**src/rtl/aud_dac_serializer_pkg.sv**
```systemverilog
// aud_dac_serializer_pkg: shared audio defaults and codec format constants
// (left-justified data, LRCK high marks the left slot).
package aud_dac_serializer_pkg;

    localparam int   AUD_DATA_WIDTH = 16;
    localparam logic AUD_LRCK_LEFT  = 1'b1;
    localparam int   AUD_MSB_DELAY  = 0;

    typedef enum logic {
        LINK_IDLE,
        LINK_RUN
    } link_state_e;

    function automatic logic aud_lrck(input logic left_slot);
        return left_slot ? AUD_LRCK_LEFT : ~AUD_LRCK_LEFT;
    endfunction

endpackage

```
**src/rtl/aud_sample_fifo.sv**
```systemverilog
// aud_sample_fifo: stereo-pair FIFO with show-ahead read data and occupancy level.
module aud_sample_fifo #(
    parameter int WIDTH = 32,
    parameter int DEPTH = 4
) (
    input  logic                   clk,
    input  logic                   reset_n,
    input  logic                   push,
    input  logic [WIDTH-1:0]       push_data,
    input  logic                   pop,
    output logic [WIDTH-1:0]       pop_data,
    output logic [$clog2(DEPTH):0] level,
    output logic                   full,
    output logic                   empty
);

    localparam int AW = $clog2(DEPTH);
    localparam int LW = AW + 1;

    logic [WIDTH-1:0] mem [DEPTH];
    logic [AW-1:0]    wr_ptr, rd_ptr;
    logic             wr, rd;

    assign full     = level == LW'(DEPTH);
    assign empty    = level == '0;
    assign wr       = push & ~full;
    assign rd       = pop & ~empty;
    assign pop_data = mem[rd_ptr];

    always_ff @(posedge clk or negedge reset_n) begin
        if (!reset_n) begin
            wr_ptr <= '0;
            rd_ptr <= '0;
            level  <= '0;
        end else begin
            if (wr) wr_ptr <= wr_ptr + 1'b1;
            if (rd) rd_ptr <= rd_ptr + 1'b1;
            level <= level + LW'(wr) - LW'(rd);
        end
    end

    always_ff @(posedge clk) begin
        if (wr) mem[wr_ptr] <= push_data;
    end

endmodule

```
**src/rtl/aud_dac_serializer.sv**
```systemverilog
// aud_dac_serializer: buffers stereo pairs and streams them to a codec as
// left-justified serial audio with generated BCLK and DACLRCK.
module aud_dac_serializer
    import aud_dac_serializer_pkg::*;
#(
    parameter int DATA_WIDTH = AUD_DATA_WIDTH,
    parameter int BCLK_DIV   = 4,
    parameter int FIFO_DEPTH = 4
) (
    input  logic                        clk,
    input  logic                        reset_n,
    input  logic                        enable,
    input  logic [DATA_WIDTH-1:0]       left_data,
    input  logic [DATA_WIDTH-1:0]       right_data,
    input  logic                        sample_valid,
    output logic                        sample_ready,
    output logic [$clog2(FIFO_DEPTH):0] fifo_level,
    output logic                        underflow,
    output logic                        AUD_BCLK,
    output logic                        AUD_DACLRCK,
    output logic                        AUD_DACDAT
);

    localparam int FW = 2 * DATA_WIDTH;
    localparam int DW = $clog2(BCLK_DIV);
    localparam int BW = $clog2(FW);
    localparam logic [DW-1:0] DIV_LAST = DW'(BCLK_DIV - 1);
    localparam logic [DW-1:0] DIV_HALF = DW'(BCLK_DIV / 2);
    localparam logic [BW-1:0] BIT_LAST = BW'(FW - 1);
    localparam logic [BW-1:0] SLOT_LEN = BW'(DATA_WIDTH);

    link_state_e   state;
    logic [DW-1:0] div_cnt, div_nxt;
    logic [BW-1:0] bit_cnt, bit_nxt;
    logic [FW-1:0] shreg, pop_data, load_word;
    logic          full, empty, push, pop, div_wrap, frame_start;

    assign sample_ready = ~full;
    assign push         = sample_valid & ~full;
    assign div_wrap     = div_cnt == DIV_LAST;
    assign div_nxt      = div_wrap ? '0 : div_cnt + 1'b1;
    assign bit_nxt      = bit_cnt + 1'b1;
    // The first enabled edge after idle starts a frame immediately.
    assign frame_start  = enable && (state == LINK_IDLE || (div_wrap && bit_cnt == BIT_LAST));
    assign pop          = frame_start & ~empty;
    assign load_word    = pop ? pop_data >> AUD_MSB_DELAY : '0;

    aud_sample_fifo #(
        .WIDTH (FW),
        .DEPTH (FIFO_DEPTH)
    ) u_fifo (
        .clk       (clk),
        .reset_n   (reset_n),
        .push      (push),
        .push_data ({left_data, right_data}),
        .pop       (pop),
        .pop_data  (pop_data),
        .level     (fifo_level),
        .full      (full),
        .empty     (empty)
    );

    always_ff @(posedge clk or negedge reset_n) begin
        if (!reset_n) begin
            state       <= LINK_IDLE;
            div_cnt     <= '0;
            bit_cnt     <= '0;
            shreg       <= '0;
            underflow   <= 1'b0;
            AUD_BCLK    <= 1'b0;
            AUD_DACLRCK <= 1'b0;
            AUD_DACDAT  <= 1'b0;
        end else if (!enable) begin
            state       <= LINK_IDLE;
            div_cnt     <= '0;
            bit_cnt     <= '0;
            shreg       <= '0;
            underflow   <= 1'b0;
            AUD_BCLK    <= 1'b0;
            AUD_DACLRCK <= 1'b0;
            AUD_DACDAT  <= 1'b0;
        end else begin
            state     <= LINK_RUN;
            underflow <= frame_start & empty;
            if (frame_start) begin
                div_cnt     <= '0;
                bit_cnt     <= '0;
                shreg       <= load_word;
                AUD_BCLK    <= 1'b0;
                AUD_DACLRCK <= aud_lrck(1'b1);
                AUD_DACDAT  <= load_word[FW-1];
            end else begin
                div_cnt  <= div_nxt;
                AUD_BCLK <= div_nxt >= DIV_HALF;
                // Data and LRCK move together on the BCLK falling edge.
                if (div_wrap) begin
                    bit_cnt     <= bit_nxt;
                    shreg       <= shreg << 1;
                    AUD_DACDAT  <= shreg[FW-2];
                    AUD_DACLRCK <= aud_lrck(bit_nxt < SLOT_LEN);
                end
            end
        end
    end

endmodule
```
**config.mk**
```make
export PLATFORM = sky130hd
export DESIGN_NAME = aud_dac_serializer
export DESIGN_NICKNAME = d
export VERILOG_FILES = /design/src/rtl/aud_dac_serializer_pkg.sv /design/src/rtl/aud_sample_fifo.sv /design/src/rtl/aud_dac_serializer.sv
export SDC_FILE = /design/constraint.sdc
export NUM_CORES = 1
export LEC_CHECK = 0
export CAP_MARGIN = 10
export CORE_MARGIN = 5
export CORE_UTILIZATION = 50
export DETAILED_ROUTE_END_ITERATION = 8
export GPL_TIMING_DRIVEN = 1
export MAX_ROUTING_LAYER = met4
export PLACE_DENSITY = 0.7
export SLEW_MARGIN = 20
export SYNTH_ARGS = -nofsm -noshare
export SYNTH_HDL_FRONTEND = slang
export SYNTH_SLANG_ARGS = --single-unit
```
**constraint.sdc**
```tcl
create_clock -name clk -period 6.35 [get_ports clk]
set_input_delay 1.27 -clock clk [delete_from_list [all_inputs] [get_ports clk]]
set_output_delay 1.27 -clock clk [all_outputs]
set_load 0.03 [all_outputs]
```
==> flow_summary.ini, run 1 <==
[global_routing]
gr-total-overflow = 0
grt_pass1_wl_mm = 21.38
grt_max_degree = 51
grtUsageTotal_pct = 16.19
antenna_found_initial = 0
first_global_vias = 4066

[logic_synthesis]
async_reset_ff_share_pct = 28.09
ys_seq_area_share_pct = 68.81
synth-edff-count = 128
ys_types = 32
ys_top_cells_by_area = edfxtp_1 52%, dfrtp_1 17%, mux4_2 9.7%
yosysWarningCount = 0
yosysTopAreaCell = edfxtp_1
syn_nets = 473
synth_top_area_share_pct = 51.91
synth-seq-cells = 178
synth_cells = 427
synth_top_cells_by_count = 128 x edfxtp_1, 50 x dfrtp_1, 39 x inv_1, 37 x nand2_1, 33 x nand4_1
yosysMostFrequentCell = edfxtp_1
netlist_area_sq_um = 7405
yosys_most_used_dff = edfxtp_1
syn_area_per_cell_sq_um = 17.34

[finish]
area_delta_synth_final_pct = 15.34
layout.nets = 514
stdcell_count = 665
utilization_pct = 58.76
antennaDiodeCount = 0
drive_gt1_share_pct = 21.83

[clock_network]
root_buffer = clkbuf_16
h-tree-depth = 4
insertion_delay_ns = 0.42
cts.path.max_buffers = 2
cts.repair.resized = 0
cts_tree = done
cts_made_buffers = 17
clk_pin_slew_ns = 0.06
post_cts_buffers = 0
hold_buffers = 0
clock_sinks = 178

[critical_path]
startpoint_type = input port
r2r_start = bit_cnt[0]$_DFFE_PN0P_
critical_path_class = input port to register
required_ns = 6.65
crit_arrival_ns = 3.33
reg2reg_slack_ns = 3.45
worstSetupEndpointType = register
critPathLaunch = enable
cp_max_fo = 40

[sta]
setup_viol = 0
relSlewSlack_pct = 39.67
drv_slew = 0
fmax_mhz = 330.4
fin_skew_ns = 0.007186
fin_hold_ws_ns = 0.4412
timing.final.crit_share_pct = 47.66
worstMarginPinSlew_ns = 0.9050
hold_viol_final = 0
period_needed_ns = 3.027
rsz0062_at_grt = false
fin_tns_setup_ns = 0

[power]
switching_power_mw = 1.009
p_int_mw = 2.646
power_frac_comb_pct = 23.7
seqPwrFrac_pct = 46.1
p_leak_nw = 3.021
p_per_area_nw_per_um2 = 427.9
p_total_mw = 3.654
swShare_pct = 27.60
clockPowerShare_pct = 30.2
irDropWorstVdd_mv = 0.2006

[run_status]
status = finished, final reports clean

[drt]
drtIter0Drc = 280
avgRoutedWirePerCell_microns = 19.62
wirelength_mm = 13.04
first_pass_iters = 4
ant_nets = 0
via_per_inst = 5.702
vias = 3792
drcViolationCount = 0

[place]
portBuffers = 43
dp_hpwl_mm = 7.310
gp_congestion = 0.7079
place_inst = 633

[run]
cap_viol_max_count = 0

[floorplan]
die_area_sq_um = 17340
start_util_pct = 50.95
chipHeight_microns = 131.7
die_w_microns = 131.7
num_rows = 44
io_pins = 44
core_area_sq_um = 14530

[min_path]
hold_path_startpoint = div_cnt[0]$_DFF_PN0_
hold_path.class = register to register
## layout by cell type (no fill, tap or decap), types with 2 or more instances in the layout
| cell | n |
|---|---|
| nand4_1 | 33 |
| bufinv_16 | 5 |
| and3_1 | 2 |
| mux4_2 | 32 |
| and2_1 | 4 |
| xor2_1 | 4 |
| edfxtp_1 | 128 |
| xnor2_1 | 4 |
| clkbuf_1 | 2 |
| dfrtp_2 | 2 |
| o311ai_2 | 29 |
| clkdlybuf4s50_1 | 42 |
| clkinv_1 | 3 |
| clkinv_2 | 4 |
| buf_4 | 10 |
| dfrtp_1 | 48 |
| o311ai_0 | 2 |
| nand2_1 | 37 |
| ha_1 | 9 |
| inv_1 | 39 |
| clkbuf_16 | 17 |
| nor2_1 | 8 |
| o21ai_0 | 2 |
## final timing paths
path / cells after the start / endpoint
setup / recovery: 8 / u_fifo.level[2]$_DFF_PN0_
hold / removal: 1 / div_cnt[0]$_DFF_PN0_
setup reg to reg: 11 / u_fifo.level[2]$_DFF_PN0_
hold reg to reg: 1 / div_cnt[0]$_DFF_PN0_
max in group asynchronous: 2 / u_fifo.rd_ptr[0]$_DFFE_PN0P_
min in group asynchronous: 2 / underflow$_DFF_PN0_
## per-stage QoR
| step | instance area, sq um | setup slack, ns |
|---|---|---|
| final | 8541 | 3.323 |
| after global routing | 8541 | 3.200 |
| after CTS | 8541 | 3.348 |
| after detailed placement | 7918 | 2.907 |
| after global placement | 7918 | 2.973 |
| after floorplan | 7405 | 3.595 |
## flip-flops by register name, indices dropped and copies added (netlist names)
name and flops:
AUD_BCLK 1, AUD_DACDAT 1, AUD_DACLRCK 1, bit_cnt 5
div_cnt 2, shreg 31, state 1, u_fifo.level 3
u_fifo.mem 128, u_fifo.rd_ptr 2, u_fifo.wr_ptr 2, underflow 1
## critical path: stages
cell and delay (ns):
clkdlybuf4s50_1 0.46, buf_4 0.39, and3_1 0.30, ha_1 0.15
inv_1 0.04, ha_1 0.18, fa_1 0.37, xnor2_1 0.14
## logic make-up (layout without fill, tap and decap cells)
kind of cell               count (synthesis)  in the layout  share of synthesized area, %
AOI/OAI and AO/OA                         37             37                         7.249
and+or+nand+nor                           90             90                         6.235
DFF                                      178            178                         68.81
xor gates and xnor gates                   8              8                        0.9462
muxes                                     34             34                         10.02
adders and majority gates                 10             10                         1.791
buffers and inverters                     70            124                         4.951
## power groups by stage
stage | combinational [mW] | clock [mW] | sequential (mW)
floorplan | 0.691 | 0 | 1.65
global placement | 0.869 | 0 | 1.70
detailed placement | 0.890 | 0 | 1.71
CTS | 0.890 | 1.12 | 1.69
global route | 0.946 | 1.17 | 1.72
finish | 0.867 | 1.10 | 1.69
## per-layer routing
metal	vias up	track usage (%)	wire, microns
li1	1720	-	-
met2	67	25.85	6633
met4	0	5.086	184
met1	1988	20.27	5780
met5	-	-	0
met3	17	4.549	446
## final cells by class
type                    instances  area [sq um]
flip-flops and latches        178          5097
inverters                      39         146.4
repair buffers                 53         500.5
clock buffers                  19         432.9
clock inverters                13         190.2
well taps                     184         230.2
multi-input cells             179          1943
fillers                      1103          5993
Note: power is estimated with default switching activity, not from simulation.
==> inputs of run 2 (changes only) <==
==> constraint.sdc (replaced) <==
create_clock -name clk -period 2.8 [get_ports clk]
set_input_delay 0.56 -clock clk [delete_from_list [all_inputs] [get_ports clk]]
set_output_delay 0.56 -clock clk [all_outputs]
set_load 0.03 [all_outputs]
==> run 2 against run 1 <==
Effect of this change: wire length is essentially flat; critical path depth rose by 2; clock-buffer cell count is 5 higher; largest cell class unchanged.
==> flow_summary.ini, run 2 (synthesized netlist as in run 1, its figures left out) <==
[critical_path]
startpoint_type = register
required_ns = 3.10
crit_arrival_ns = 2.85
r2r_start = bit_cnt[0]$_DFFE_PN0P_
worst-r2r-cell-count = 10
reg2reg_slack_ns = 0.25
cp_max_fo = 3
worstSetupEndpointType = register
critPathLaunch = bit_cnt[0]$_DFFE_PN0P_
r2r_end = u_fifo.level[2]$_DFF_PN0_
critical_path_class = register to register

[global_routing]
gr-total-overflow = 0
first_global_vias = 4023
antenna_found_initial = 0
grt_max_degree = 37
grtUsageTotal_pct = 16.59
grt_pass1_wl_mm = 21.85

[finish]
largest_registers = u_fifo.mem (128), shreg (31), bit_cnt (5)
top_register = u_fifo.mem
final_common_cell = edfxtp_1
fillCellCount = 1109
mostFrequentLayoutCells = 128 x edfxtp_1, 49 x dfrtp_1, 42 x clkdlybuf4s50_1, 39 x inv_1, 37 x nand2_1
antennaDiodeCount = 0
drive_gt1_share_pct = 23.37
layout.nets = 525
stdcell_count = 676
area_delta_synth_final_pct = 16.93
largest_reg_flops = 128

[run_status]
status = finished, final reports clean

[run]
cap_viol_max_count = 0

[clock_network]
cts_made_buffers = 17
clk_pin_slew_ns = 0.07
cts.repair.resized = 0
cts.path.max_buffers = 2
h-tree-depth = 4
clock_sinks = 178
post_cts_buffers = 0
cts_tree = done
insertion_delay_ns = 0.42
root_buffer = clkbuf_16
hold_buffers = 0

[place]
place_inst = 644
dp_hpwl_mm = 8.487
gp_congestion = 0.7980
portBuffers = 43
pre_cts_slack_ns = 0.2706

[floorplan]
start_util_pct = 50.95
die_w_microns = 131.7
core_area_sq_um = 14530
io_pins = 44
num_rows = 44
die_area_sq_um = 17340
chipHeight_microns = 131.7

[drt]
wirelength_mm = 13.05
drtIter0Drc = 420
ant_nets = 0
avgRoutedWirePerCell_microns = 19.30
via_per_inst = 5.633
first_pass_iters = 4
vias = 3808
drcViolationCount = 0

[power]
p_total_mw = 8.305
p_leak_nw = 3.075
switching_power_mw = 2.313
seqPwrFrac_pct = 45.3
clockPowerShare_pct = 29.1
irDropWorstVdd_mv = 0.4874
p_per_area_nw_per_um2 = 959.2
p_int_mw = 5.992
swShare_pct = 27.85
power_frac_comb_pct = 25.5

[sta]
timing.final.crit_share_pct = 91.05
fmax_mhz = 392.3
relSlewSlack_pct = 47.65
fin_tns_setup_ns = 0
setup_viol = 0
hold_viol_final = 0
rsz0062_at_grt = false
setup_ws_ns = 0.2507
worstMarginPinSlew_ns = 0.7853
drv_slew = 0
period_needed_ns = 2.549
fin_skew_ns = 0.009445

[min_path]
hold_path.class = input port to async pin
run 2: through the flow:
stage	instance area, sq um	hold slack [ns]	utilization (%)
final	8658	0.2043	59.57
after floorplan	7405	0.2644	-
after global placement	8049	0.4215	55.38
after detailed placement	8049	0.4357	55.38
after global routing	8658	0.2709	59.57
after CTS	8658	0.2343	59.57
run 2: worst max-delay path: stages, from the launching register on:
cell	delay, ns
dfrtp_1	0.41
ha_1	0.21
and3_1	0.19
ha_1	0.20
a21bo_1	0.21
and3_1	0.21
ha_1	0.28
inv_1	0.04
ha_1	0.18
fa_1	0.38
xnor2_1	0.14
run 2: how the worst max path moves through the flow:
stage,slack (ns),to,cells past startpoint
after floorplan,0.26,u_fifo.level[2]$_DFF_PN0_,11
after global placement,0.32,u_fifo.level[2]$_DFF_PN0_,10
after detailed placement,0.27,u_fifo.level[2]$_DFF_PN0_,10
after CTS,0.24,u_fifo.level[2]$_DFF_PN0_,10
after global routing,0.13,u_fifo.level[2]$_DFF_PN0_,10
final,0.25,u_fifo.level[2]$_DFF_PN0_,10
run 2: area by class of cell:
class / count / area [sq um] / area share, %
inverters: 39 / 146.4 / 1.691
repair buffers: 64 / 633.1 / 7.312
clock buffers: 24 / 483.0 / 5.578
clock inverters: 8 / 126.4 / 1.460
flip-flops and latches: 178 / 5096 / 58.86
multi-input cells: 179 / 1943 / 22.44
well taps: 184 / 230.2 / 2.659
run 2: power by group through the flow:
stage / logic, mW / clock network [mW] / registers [mW]
floorplan: 1.57 / 0 / 3.74
global placement: 2.15 / 0 / 3.79
detailed placement: 2.17 / 0 / 3.82
CTS: 2.18 / 2.47 / 3.78
global route: 2.33 / 2.58 / 3.83
finish: 2.12 / 2.42 / 3.76
run 2: routing by layer:
| layer | global-route usage [%] | up-vias | wire length (microns) |
|---|---|---|---|
| li1 | - | 1742 | - |
| met1 | 21.91 | 1968 | 5761 |
| met2 | 25.71 | 78 | 6588 |
| met3 | 3.937 | 20 | 485 |
| met4 | 5.429 | 0 | 210 |
| met5 | - | - | 0 |
